[config.mk]
export PLATFORM = sky130hd
export DESIGN_NAME = lfsr_box_picker
export DESIGN_NICKNAME = d
export VERILOG_FILES = /design/src/rtl/mole_pkg.sv /design/src/rtl/lfsr_core.sv /design/src/rtl/lfsr_box_picker.sv
export SDC_FILE = /design/constraint.sdc
export NUM_CORES = 1
export LEC_CHECK = 0
export BUFFER_PORTS_ARGS = -buffer_cell sky130_fd_sc_hd__buf_2
export CORE_MARGIN = 4
export CORE_UTILIZATION = 40
export DETAILED_ROUTE_END_ITERATION = 6
export GPL_TIMING_DRIVEN = 0
export HOLD_SLACK_MARGIN = 0.1
export PLACE_DENSITY = 0.72
export SLEW_MARGIN = 20
export SYNTH_ARGS = -nofsm -noshare
export SYNTH_HDL_FRONTEND = slang
export SYNTH_HIERARCHICAL = 1
export SYNTH_SLANG_ARGS = --single-unit
export TNS_END_PERCENT = 20
[constraint.sdc]
create_clock -name clk -period 1.3 [get_ports clk]
set_clock_uncertainty 0.2 [all_clocks]
set_input_delay 0.13 -clock clk [delete_from_list [all_inputs] [get_ports clk]]
set_output_delay 0.13 -clock clk [all_outputs]
set_load 0.01 [all_outputs]
[src/rtl/mole_pkg.sv]
// mole_pkg: shared FSM encoding and default LFSR/board constants for the box picker
package mole_pkg;
    typedef enum logic {ST_IDLE, ST_DRAW} state_t;
    localparam logic [2:0]  TAPS_W3       = 3'b110;
    localparam logic [7:0]  TAPS_W8       = 8'hB8;
    localparam logic [15:0] TAPS_W16      = 16'hB400;
    localparam int          DEF_BOX_W     = 2;
    localparam int          DEF_NUM_BOXES = 4;
endpackage

[src/rtl/lfsr_core.sv]
// lfsr_core: Fibonacci LFSR with load port; zero seeds are forced to 1 so it never locks up
module lfsr_core #(
    parameter int               WIDTH = 8,
    parameter logic [WIDTH-1:0] TAPS  = 8'hB8,
    parameter logic [WIDTH-1:0] SEED  = 8'h01
) (
    input  logic             clk,
    input  logic             resetn,
    input  logic             i_step,
    input  logic             i_load,
    input  logic [WIDTH-1:0] i_load_val,
    output logic [WIDTH-1:0] o_state
);
    localparam logic [WIDTH-1:0] SEED_NZ = (SEED == '0) ? WIDTH'(1) : SEED;
    logic [WIDTH-1:0] r_state;
    assign o_state = r_state;
    // load wins over shift; shift feeds XOR of tapped bits into the LSB
    always_ff @(posedge clk or negedge resetn) begin
        if (!resetn)
            r_state <= SEED_NZ;
        else if (i_load)
            r_state <= (i_load_val == '0) ? WIDTH'(1) : i_load_val;
        else if (i_step)
            r_state <= {r_state[WIDTH-2:0], ^(r_state & TAPS)};
    end
endmodule

[src/rtl/lfsr_box_picker.sv]
// lfsr_box_picker: draws a uniform box index from an LFSR by rejection sampling with bounded retries
module lfsr_box_picker
    import mole_pkg::*;
#(
    parameter int               WIDTH     = 8,
    parameter logic [WIDTH-1:0] TAPS      = TAPS_W8,
    parameter logic [WIDTH-1:0] SEED      = 8'h01,
    parameter int               NUM_BOXES = DEF_NUM_BOXES,
    parameter int               BOX_W     = DEF_BOX_W,
    parameter bit               NO_REPEAT = 1'b0,
    parameter int               MAX_TRIES = 8
) (
    input  logic             clk,
    input  logic             resetn,
    input  logic             en,
    input  logic             seed_load,
    input  logic [WIDTH-1:0] seed_val,
    input  logic             req,
    output logic             busy,
    output logic             valid,
    output logic [BOX_W-1:0] box,
    output logic             fallback,
    output logic [WIDTH-1:0] lfsr_state
);
    localparam int             TW = $clog2(MAX_TRIES + 1);
    localparam logic [BOX_W:0] NB = (BOX_W + 1)'(NUM_BOXES);

    if (NUM_BOXES > (1 << BOX_W)) begin : g_err_nb
        $error("NUM_BOXES exceeds 2**BOX_W");
    end
    if (BOX_W > WIDTH) begin : g_err_bw
        $error("BOX_W exceeds WIDTH");
    end
    if (MAX_TRIES < 1) begin : g_err_mt
        $error("MAX_TRIES must be at least 1");
    end
    if (NO_REPEAT && NUM_BOXES < 2) begin : g_err_nr
        $error("NO_REPEAT needs at least 2 boxes");
    end

    state_t           r_state;
    logic [BOX_W-1:0] r_box;
    logic [BOX_W-1:0] r_last;
    logic             r_valid;
    logic             r_busy;
    logic             r_fallback;
    logic [TW-1:0]    r_tries;
    logic [WIDTH-1:0] w_lfsr;
    logic [BOX_W-1:0] w_cand;
    logic             w_accept;
    logic [TW-1:0]    w_tries_nx;
    logic             w_give_up;
    logic [BOX_W:0]   w_last_inc;
    logic [BOX_W-1:0] w_fb_box;

    lfsr_core #(.WIDTH(WIDTH), .TAPS(TAPS), .SEED(SEED)) u_lfsr (
        .clk        (clk),
        .resetn     (resetn),
        .i_step     (en),
        .i_load     (seed_load && r_state == ST_IDLE),
        .i_load_val (seed_val),
        .o_state    (w_lfsr)
    );

    assign w_cand     = w_lfsr[BOX_W-1:0];
    assign w_accept   = ({1'b0, w_cand} < NB) && (!NO_REPEAT || w_cand != r_last);
    assign w_tries_nx = r_tries + TW'(1);
    assign w_give_up  = w_tries_nx == TW'(MAX_TRIES);
    assign w_last_inc = {1'b0, r_last} + (BOX_W + 1)'(1);
    assign w_fb_box   = (w_last_inc == NB) ? '0 : w_last_inc[BOX_W-1:0];

    assign busy       = r_busy;
    assign valid      = r_valid;
    assign box        = r_box;
    assign fallback   = r_fallback;
    assign lfsr_state = w_lfsr;

    // draw FSM: one candidate per enabled edge, valid/fallback are single-cycle pulses
    always_ff @(posedge clk or negedge resetn) begin
        if (!resetn) begin
            r_state    <= ST_IDLE;
            r_box      <= '0;
            r_last     <= '0;
            r_valid    <= 1'b0;
            r_busy     <= 1'b0;
            r_fallback <= 1'b0;
            r_tries    <= '0;
        end else begin
            r_valid    <= 1'b0;
            r_fallback <= 1'b0;
            if (en && r_state == ST_IDLE && req && !seed_load) begin
                r_state <= ST_DRAW;
                r_busy  <= 1'b1;
                r_tries <= '0;
            end else if (en && r_state == ST_DRAW) begin
                if (w_accept || w_give_up) begin
                    r_box      <= w_accept ? w_cand : w_fb_box;
                    r_last     <= w_accept ? w_cand : w_fb_box;
                    r_valid    <= 1'b1;
                    r_fallback <= !w_accept;
                    r_state    <= ST_IDLE;
                    r_busy     <= 1'b0;
                end else begin
                    r_tries <= w_tries_nx;
                end
            end
        end
    end
endmodule
[Word level (Yosys, flattened, before mapping)]
Index checks and enable logic that the tools add are counted.
Word-level totals
  flip-flop bits (word level): 12
  bits in latches: 0
  memory bits (writable): 0
  ROM bits: 0
  bits of input ports: 13
  output and inout port bits: 13
  logic and storage cells: 24
  memories: 0
Operators by class
  add/sub/neg operators: 0
  multipliers: 0
  div/mod/pow operators: 0
  order comparisons: 0
  eq/ne operators: 0
  shift operators: 0
  mux-type cells: 7
  bitwise gates (word level): 2
  reductions and logical operators: 11
Operators with widths (number)
  $mux 8: 3
  $logic_not 8->1: 1
  $reduce_xor 8->1: 1
  $logic_and 1x1->1: 5
  $mux 1: 4
  $reduce_bool 2->1: 2
  $not 1->1: 2
  $reduce_and 2->1: 1
  $logic_not 1->1: 1

[Depth between registers and ports, before layout]
Gate-level depths: netlist (run 1).
  depth after elaboration: 6
  gate-level depth with buffers: 4
  depth with buffers taken out: 4

[Cells and area by module]
Netlist (run 1), hierarchy kept.
By module, submodules not included
  lfsr_core: times used 1, cells each 41, area an instance 415.4 um^2, sequential area each 201.4 um^2
  lfsr_box_picker: times used 1, cells each 14, area an instance 180.2 um^2, sequential area each 100.1 um^2

[Worst setup path before layout (run 1)]
No wires, ideal clock.
  path kind: register -> register
  from: register r_state
  to: register u_lfsr.r_state[1] (netlist: u_lfsr/o_state[1])
  library setup time: 128 ps
  data arrival time: 972 ps
  data required time: 972 ps
  path slack: 1 ps
  stages on the path, launching flop included: 5
  path buffers: 1
  period minus slack after synthesis: 1299 ps
  path through: dfrtp_1 > and2b_2 > buf_2 > nand2_1 > o21ai_0
On the way
  longest elaborated chain between the ends: 3
  elaborated cells on any way between the ends: 4
  classes of those cells: 1 x mux; 1 x bitwise; 2 x reduce/logical
RTL lines
  start, declared: line lfsr_box_picker.sv:41  | state_t r_state;
  start signal, assigned: line lfsr_box_picker.sv:81  | r_state <= ST_IDLE;
  start signal, assigned: line lfsr_box_picker.sv:92  | r_state <= ST_DRAW;
  start signal, assigned: line lfsr_box_picker.sv:101  | r_state <= ST_IDLE;
  $not 1->1 *: line lfsr_box_picker.sv:60  | .i_load (seed_load && r_state == ST_IDLE),
  $logic_and 1x1->1 *: line lfsr_box_picker.sv:60
  $mux 8 / $reduce_bool 2->1 (equally long branches)
  end signal, assigned: line lfsr_core.sv:22  | r_state <= (i_load_val == '0) ? WIDTH'(1) : i_load_val;
  end signal, assigned: line lfsr_core.sv:24  | r_state <= {r_state[WIDTH-2:0], ^(r_state & TAPS)};
  end, declared: line lfsr_core.sv:15  | logic [WIDTH-1:0] r_state;
Mark *: on every way between the ends. The rest lies on a longest branch, timed or not.
A chain may end at the register's enable or synchronous reset.

[Worst setup path after layout (run 1)]
  from: input port seed_val[1]
  to: register u_lfsr.r_state[0] (netlist: u_lfsr/o_state[0])
On the way
  longest elaborated chain between the ends: 3
RTL lines
  start, declared: line lfsr_box_picker.sv:17  | input logic [WIDTH-1:0] seed_val,
  $logic_not 8->1: line lfsr_core.sv:22
  $mux 8: line lfsr_core.sv:22
  $mux 8: line lfsr_core.sv:21  | else if (i_load)
Every way passes these cells.

==> results.json, run 1 <==
{
  "hp-class": "in2reg",
  "ir_worst_vdd_mv": 0.6304,
  "slowest_delay_ns": 0.53,
  "grt_pass1_wl_um": 2228,
  "p_per_area_mw_per_mm2": 1345,
  "clk_latency_ns": 0.27,
  "rsz0062_at_grt": "true",
  "gp_congestion": 0.6967,
  "path_buf_inv": 2,
  "ant_nets": 0,
  "cp_cell_sequence": "dlygate4sd3_1 -> buf_2 -> nor3_2 -> a21oi_2 -> a211oi_2",
  "die_x_um": 46.59,
  "cts_buffers": 3,
  "grt-ovfl-total": 0,
  "start_util": 0.4411,
  "synth_nets": 68,
  "rows": 13,
  "yosys_warnings": 6,
  "netlist-cell-type-count": 21,
  "fillers": 112,
  "cts_tree": "done",
  "critical_path_arrival_ns": 1.29,
  "crit_fanout": 2,
  "crit_family": "buffers and inverters",
  "fin_nets": 106,
  "yosysTopAreaCell": "dfrtp_1",
  "ys_ff_latch": 12,
  "ctsHtreeMaxLevel": 1,
  "wirelength_um": 1357,
  "async_flop_share": 1.000,
  "synth_edf_count": 0,
  "slew_violations": 0,
  "synth_area_leaders": "dfrtp_1, mux2i_1, o21ai_0, mux2_4, dfstp_2",
  "gr-usage-all-layers": 0.1497,
  "netlist_area_sq_um": 595.6,
  "synthCells": 55,
  "setup_violations": 0,
  "whs_ns": -0.1150,
  "vias": 514,
  "start_kind": "input port",
  "dp_cells": 94,
  "layout-drive-gt1-share": 0.4565,
  "p_leak_nw": 0.4642,
  "cts-root-buf": "clkbuf_4",
  "die_area_sq_mm": 0.002170,
  "cts.sinks": 12,
  "grt_max_degree": 13,
  "drv_cap": 0,
  "finalHoldViolCount": 5,
  "vias_per_cell": 4.804,
  "antenna_cells": 0,
  "drt_first_pass_iters": 4,
  "drc": 0,
  "synth_ff_type": "dfrtp_1",
  "antenna_found_initial": 0,
  "grt_pass1_vias": 535,
  "yosysSeqAreaShare": 0.5063,
  "fin_crit_ns": 1.296,
  "cts_max_path_buffers": 2,
  "syn_area_per_cell_sq_um": 10.83,
  "top_level_ports": 26,
  "clk_pin_slew_ns": 0.07,
  "hpwl_um": 997.5,
  "numPortBuffers": 24,
  "post-route-period-util": 0.9970,
  "drt-initial-drc-count": 7,
  "wire_per_inst_um": 12.68,
  "finalPower_mw": 1.195,
  "crit_type": "in2reg",
  "failed_checks": "negative hold slack",
  "fin_cells": 107,
  "area_growth_pct": 49.16,
  "cpMaxStageDelayCell": "dlygate4sd3_1",
  "outcome": "finished, violations left",
  "fmax_ghz": 0.7715,
  "core-area_sq_mm": 0.001350,
  "synth_top_area_frac": 0.4622,
  "fp.dieH_um": 46.59,
  "cp-end-kind": "flip-flop",
  "required_ns": 1.29
}
synthesized netlist by cell type (all sizes together) (2+ instances only):
cell / n
mux2i: 7
dfrtp: 11
nor3: 2
buf: 3
o21ai: 8
inv: 2
xor2: 2
mux2: 2
nand2: 8
where the power goes:
part	switching, mW	internal [mW]	leakage, nW
clock network	0.124	0.170	0.0210
logic	0.172	0.210	0.297
registers	0.0606	0.458	0.146
total	0.357	0.838	0.464
cells by family after synthesis:
group	Yosys count	synth area share
simple gates	15	0.1366
flops	12	0.5063
compound gates	10	0.09663
mux	9	0.1681
buf+inv	5	0.04203
xor+xnor	3	0.04413
other cells	1	0.006296
layout make-up:
cell class	instances	area, sq um	share of cell area
well taps	15	18.77	0.02113
inverters	2	7.507	0.008451
repair buffers	33	216.5	0.2437
clock buffers	4	36.28	0.04085
multi-input cells	38	284.0	0.3197
plain buffers	3	23.77	0.02676
flip-flops and latches	12	301.5	0.3394
worst register-to-register path, cell delays in order (launching register included):
cell and delay, ns:
dfrtp_1 0.42, xor2_1 0.18, xnor2_1 0.15, a211oi_2 0.24
path summary, 6_finish.rpt:
| check | cells after the start | slack [ns] | end | start |
|---|---|---|---|---|
| max | 5 | 0.004 | u_lfsr/o_state[0] | seed_val[1] |
| min | 3 | -0.11 | u_lfsr/o_state[3] | seed_val[3] |
| max reg2reg | 3 | 0.03 | u_lfsr/o_state[0] | u_lfsr/o_state[4] |
| min reg2reg | 1 | 0.31 | box[0] | box[0] |
| max in group asynchronous | 3 | 0.08 | u_lfsr/o_state[0] | resetn |
| min in group asynchronous | 3 | 0.59 | box[1] | resetn |
state kept, by name (all words and copies together) (netlist names):
name,flops
u_lfsr/o_state,8
box,2
r_state,1
valid,1
layout by cell type, fill, tap and decap left out, drive strengths merged:
cell type     netlist  routed
a211oi              1       1
a21oi               1       1
and2b               1       1
buf                 3      28
clkbuf              0       5
conb                1       1
dfrtp              11      11
dfstp               1       1
dlygate4sd3         0       6
dlymetal6s4s        0       1
inv                 2       2
mux2                2       2
mux2i               7       7
nand2               8       8
nand2b              1       1
nand4bb             1       1
nor2b               1       1
nor3                2       2
nor4                1       1
o21ai               8       8
xnor2               1       1
xor2                2       2
through the flow:
step / utilization / setup slack, ns / hold WS, ns / cell area, sq um / setup TNS [ns]
after floorplan: - / 0.0007818 / -0.3656 / 595.6 / 0
after global placement: 0.5440 / -0.03843 / -0.1851 / 734.5 / -0.1769
after detailed placement: 0.5440 / -0.06290 / -0.1774 / 734.5 / -0.3667
after CTS: 0.6339 / 0.006693 / -0.1302 / 855.8 / 0
after global routing: 0.6580 / -0.03564 / -0.1104 / 888.4 / -0.06990
final: 0.6580 / 0.003906 / -0.1150 / 888.4 / 0
metal layers:
layer	vias up	share of wire	global-route usage
li1	261	-	-
met1	230	0.40	0.1627
met2	19	0.52	0.2665
met3	4	0.058	0.01563
met4	0	0.027	0.1023
met5	-	0	0
repair_timing:
item	in CTS	in global routing
buffers inserted	1	1
setup endpoints to repair	8	13
pin swaps	0	1
cloned	0	0
hold endpoints to repair	24	8
hold buffers	6	1
resized for setup	4	6
(Power assumes the default switching activity.)
==> run 2, diff against run 1 <==
Settings changed: PLACE_DENSITY 0.72 to 0.69.
Clock period 1.3 ns to 1.5 ns, I/O delays scaled along.
==> results.json, run 2 (same netlist as run 1, synthesis figures left out) <==
{
  "fin_ws_ns": 0.06779,
  "fin_nets": 110,
  "start_util": 0.4411,
  "grt_pass1_wl_um": 2463,
  "area_growth_pct": 51.68,
  "r2r-start": "r_state",
  "fin_setup_tns_ns": 0,
  "required_ns": 1.45,
  "holdPathStages": 1,
  "post-route-period-util": 0.9548,
  "cts_max_path_buffers": 2,
  "fin_crit_ns": 1.432,
  "fin_cells": 111,
  "drc": 0,
  "finalHoldViolCount": 0,
  "wirelength_um": 1484,
  "core-area_sq_mm": 0.001350,
  "numPortBuffers": 24,
  "gr-usage-all-layers": 0.1679,
  "cp-end-kind": "flip-flop",
  "vias_per_cell": 4.820,
  "cts_buffers": 3,
  "fillers": 111,
  "ff2ff_path_depth": 4,
  "clk_pin_slew_ns": 0.08,
  "worstHoldEndpoint": "box[0]",
  "fmax_ghz": 0.6982,
  "grt_pass1_vias": 552,
  "place_ws_ns": 0.1360,
  "drt-initial-drc-count": 6,
  "ctsHtreeMaxLevel": 1,
  "hp-class": "reg2reg",
  "clk_latency_ns": 0.27,
  "setup_violations": 0,
  "final_util": 0.6691,
  "r2r-end": "u_lfsr/o_state[7]",
  "vias": 535,
  "r2r_slack_ns": 0.15,
  "start_kind": "input port",
  "largest_reg_flops": 8,
  "layout-drive-gt1-share": 0.3854,
  "gp_congestion": 0.7158,
  "cts_setup_buffers": 0,
  "final_common_cell": "buf_2",
  "finalPower_mw": 1.022,
  "p_per_area_mw_per_mm2": 1131,
  "hpwl_um": 930.7,
  "slew_violations": 0,
  "fp.dieH_um": 46.59,
  "grt_max_degree": 13,
  "drv_cap": 0,
  "rsz0062_at_grt": "false",
  "hold_start": "box[0]",
  "layout_common_cells": "buf_2, dlygate4sd3_1, dfrtp_1, o21ai_0",
  "ant_nets": 0,
  "p_leak_nw": 0.4638,
  "wire_per_inst_um": 13.37,
  "cts.sinks": 12,
  "grt-ovfl-total": 0,
  "antenna_cells": 0,
  "die_x_um": 46.59,
  "rows": 13,
  "outcome": "finished clean",
  "cts-root-buf": "clkbuf_4",
  "antenna_found_initial": 0,
  "drt_first_pass_iters": 2,
  "ir_worst_vdd_mv": 0.6751,
  "cts_tree": "done",
  "critical_path_arrival_ns": 1.39,
  "die_area_sq_mm": 0.002170,
  "crit_type": "in2reg",
  "top_level_ports": 26,
  "dp_cells": 94,
  "crit_fanout": 10
}
run 2: changes by cell type in the layout (fill, tap and decap cells not counted), sizes merged:
| cell | previous run | this run |
|---|---|---|
| dlymetal6s4s | 1 | 0 |
| buf | 28 | 27 |
| clkbuf | 5 | 4 |
| dlygate4sd3 | 6 | 13 |
run 2: how the worst max path moves through the flow:
stage               startpoint           endpoint  slack (ns)
detailed placement     r_state  u_lfsr/o_state[7]        0.14
CTS                  seed_load  u_lfsr/o_state[7]        0.06
global route         seed_load  u_lfsr/o_state[4]        0.01
global placement       r_state  u_lfsr/o_state[7]        0.15
floorplan              r_state  u_lfsr/o_state[1]        0.20
finish               seed_load  u_lfsr/o_state[7]        0.07
run 2: through the flow:
stage | instance area [sq um] | hold WS [ns]
6_report | 903.4 | 0.3128
5_1_grt | 903.4 | 0.3400
4_1_cts | 900.9 | 0.3131
3_5_place_dp | 734.5 | -0.1584
3_3_place_gp | 734.5 | -0.1604
2_1_floorplan | 595.6 | -0.3456
run 2: worst max-delay path: stages:
cell and delay [ns]:
dlygate4sd3_1 0.54, buf_2 0.13, and2b_2 0.24, buf_4 0.18, nand2_1 0.07, o21ai_0 0.08
run 2: power breakdown:
part / internal [mW] / switching [mW] / leakage [nW] / total [mW]
Clock: 0.148 / 0.109 / 0.0210 / 0.257
Sequential: 0.396 / 0.0537 / 0.146 / 0.450
Combinational: 0.172 / 0.142 / 0.297 / 0.315
Total: 0.716 / 0.305 / 0.464 / 1.02
run 2: area by class of cell:
class / instances / area, sq um / area share
Inverter: 2 / 7.507 / 0.008310
Sequential cell: 12 / 301.5 / 0.3338
Multi-Input combinational cell: 38 / 269.0 / 0.2978
Clock buffer: 4 / 36.28 / 0.04017
Tap cell: 15 / 18.77 / 0.02078
Buffer: 3 / 20.02 / 0.02216
Timing Repair Buffer: 37 / 250.2 / 0.2770
run 2: timing repair:
action                     CTS  global route
setup endpoints to repair    0             2
resized for setup            0             2
hold buffers                13             0
hold endpoints to repair    24             0
run 2: layer usage:
metal,GRT usage,part of all wire
met2,0.2912,0.51
met4,0.07386,0.027
met1,0.1857,0.41
met3,0.05078,0.057
met5,0,0
==> run 3, diff against run 2 <==
==> constraint.sdc (replaced) <==
create_clock -name clk -period 1.5 [get_ports clk]
set_clock_uncertainty 0.2 [all_clocks]
set_input_delay 0.3 -clock clk [delete_from_list [all_inputs] [get_ports clk]]
set_output_delay 0.3 -clock clk [all_outputs]
set_load 0.01 [all_outputs]
==> results.json, run 3 (same netlist as run 1, synthesis figures left out) <==
{
  "drv_cap": 0,
  "fin_setup_tns_ns": 0,
  "r2r-start": "r_state",
  "wire_per_inst_um": 12.24,
  "ff2ff_path_depth": 4,
  "start_util": 0.4411,
  "finalHoldViolCount": 0,
  "clock_power_share": 0.252,
  "cts_buffers": 3,
  "final_common_cell": "buf_2",
  "layout_common_cells": "buf_2, dfrtp_1, o21ai_0, dlygate4sd3_1",
  "vias": 511,
  "whs_ns": 0.1048,
  "antenna_cells": 0,
  "top_level_ports": 26,
  "final_util": 0.6450,
  "p_int_mw": 0.7088,
  "hold_start": "req",
  "startpoint": "seed_val[3]",
  "clk_pin_slew_ns": 0.07,
  "p_sw_mw": 0.2995,
  "cp.depth": 5,
  "slowest_delay_ns": 0.55,
  "fin_ws_ns": 0.02886,
  "hp-class": "in2reg",
  "layout-drive-gt1-share": 0.4222,
  "finalPower_mw": 1.008,
  "path_buf_inv": 2,
  "drc": 0,
  "cts_tree": "done",
  "fin_nets": 104,
  "grt_pass1_wl_um": 2256,
  "fp.dieH_um": 46.59,
  "pwr-share-seq": 0.445,
  "hpwl_um": 930.7,
  "holdPathStages": 3,
  "clk_latency_ns": 0.27,
  "area_growth_pct": 46.22,
  "wirelength_um": 1285,
  "post-route-period-util": 0.9808,
  "fin_cells": 105,
  "drt-initial-drc-count": 4,
  "rows": 13,
  "p_comb_frac": 0.303,
  "place_ws_ns": 0.1360,
  "crit_family": "buffers and inverters",
  "cpMaxStageDelayCell": "dlygate4sd3_1",
  "multi_input_area_sq_um": 284.0,
  "start_kind": "input port",
  "antenna_found_initial": 0,
  "grt-ovfl-total": 0,
  "cts.sinks": 12,
  "p_sw_frac": 0.2970,
  "p_per_area_mw_per_mm2": 1158,
  "drt_first_pass_iters": 4,
  "crit_type": "in2reg",
  "largest_reg_flops": 8,
  "dp_cells": 94,
  "crit_fanout": 2,
  "cts_max_path_buffers": 2,
  "fmax_ghz": 0.6797,
  "cp-end-kind": "flip-flop",
  "setup_violations": 0,
  "cts-root-buf": "clkbuf_4",
  "die_x_um": 46.59,
  "slew_violations": 0,
  "fillers": 115,
  "ir_worst_vdd_mv": 0.6613,
  "grt_max_degree": 13,
  "core-area_sq_mm": 0.001350,
  "gr-usage-all-layers": 0.1511,
  "outcome": "finished clean",
  "die_area_sq_mm": 0.002170,
  "required_ns": 1.49,
  "p_leak_nw": 0.4489,
  "numPortBuffers": 24,
  "place_area_sq_um": 734.5,
  "grt_pass1_vias": 511,
  "ff_latch_area_sq_um": 301.5,
  "cp_cell_sequence": "dlygate4sd3_1 -> buf_2 -> nor4_2 -> a21oi_2 -> a211oi_2",
  "vias_per_cell": 4.867,
  "critical_path_arrival_ns": 1.47,
  "fin_area_sq_um": 870.8,
  "ant_nets": 0,
  "ctsHtreeMaxLevel": 1,
  "fin_crit_ns": 1.471,
  "gp_congestion": 0.7158
}
[run 3: changes by cell type in the layout (fill, tap and decap cells not counted)]
cell,change
clkbuf_4,+1
nor3_2,+1
dlygate4sd3_1,-5
a21oi_2,+1
buf_4,-1
buf_2,-2
dlymetal6s4s_1,+1
nor3_1,-1
nor4_1,-1
a21oi_1,-1
nor4_2,+1
[run 3: worst paths after layout]
check,endpoint,slack [ns]
max in group asynchronous,u_lfsr/o_state[0],0.60
hold reg to reg,box[0],0.31
setup reg to reg,u_lfsr/o_state[7],0.15
min in group asynchronous,box[1],0.23
hold / removal,r_state,0.10
setup / recovery,u_lfsr/o_state[0],0.03
[run 3: tightest hold or removal path, stage by stage]
cell	delay, ns
buf_2	0.07
nand4bb_1	0.09
o21ai_0	0.07
[run 3: repair_timing]
action | in CTS | in global routing
endpoints found under the hold margin | 20 | 0
hold buffers | 9 | 0
setup endpoints to repair | 0 | 2
resized for setup | 0 | 5
setup buffers | 0 | 0
[run 3: area by class of cell]
class                           instances  area share
Buffer                                  3     0.02299
Clock buffer                            4     0.04167
Inverter                                2    0.008621
Multi-Input combinational cell         38      0.3261
Sequential cell                        12      0.3463
Tap cell                               15     0.02155
Timing Repair Buffer                   31      0.2328
[run 3: power groups by stage]
stage	registers, mW	logic, mW	clock network [mW]
after floorplan	0.485	0.141	0
after global placement	0.454	0.284	0
after detailed placement	0.458	0.288	0
after CTS	0.451	0.307	0.263
after global routing	0.463	0.339	0.277
final	0.449	0.305	0.254
[run 3: per-layer routing]
layer / wire, um / track usage / up-vias / share of wire
li1: - / - / 257 / -
met1: 547 / 0.1857 / 233 / 0.43
met2: 624 / 0.2445 / 19 / 0.49
met3: 97 / 0.05078 / 2 / 0.075
met4: 16 / 0.05114 / 0 / 0.012
met5: 0 / 0 / - / 0
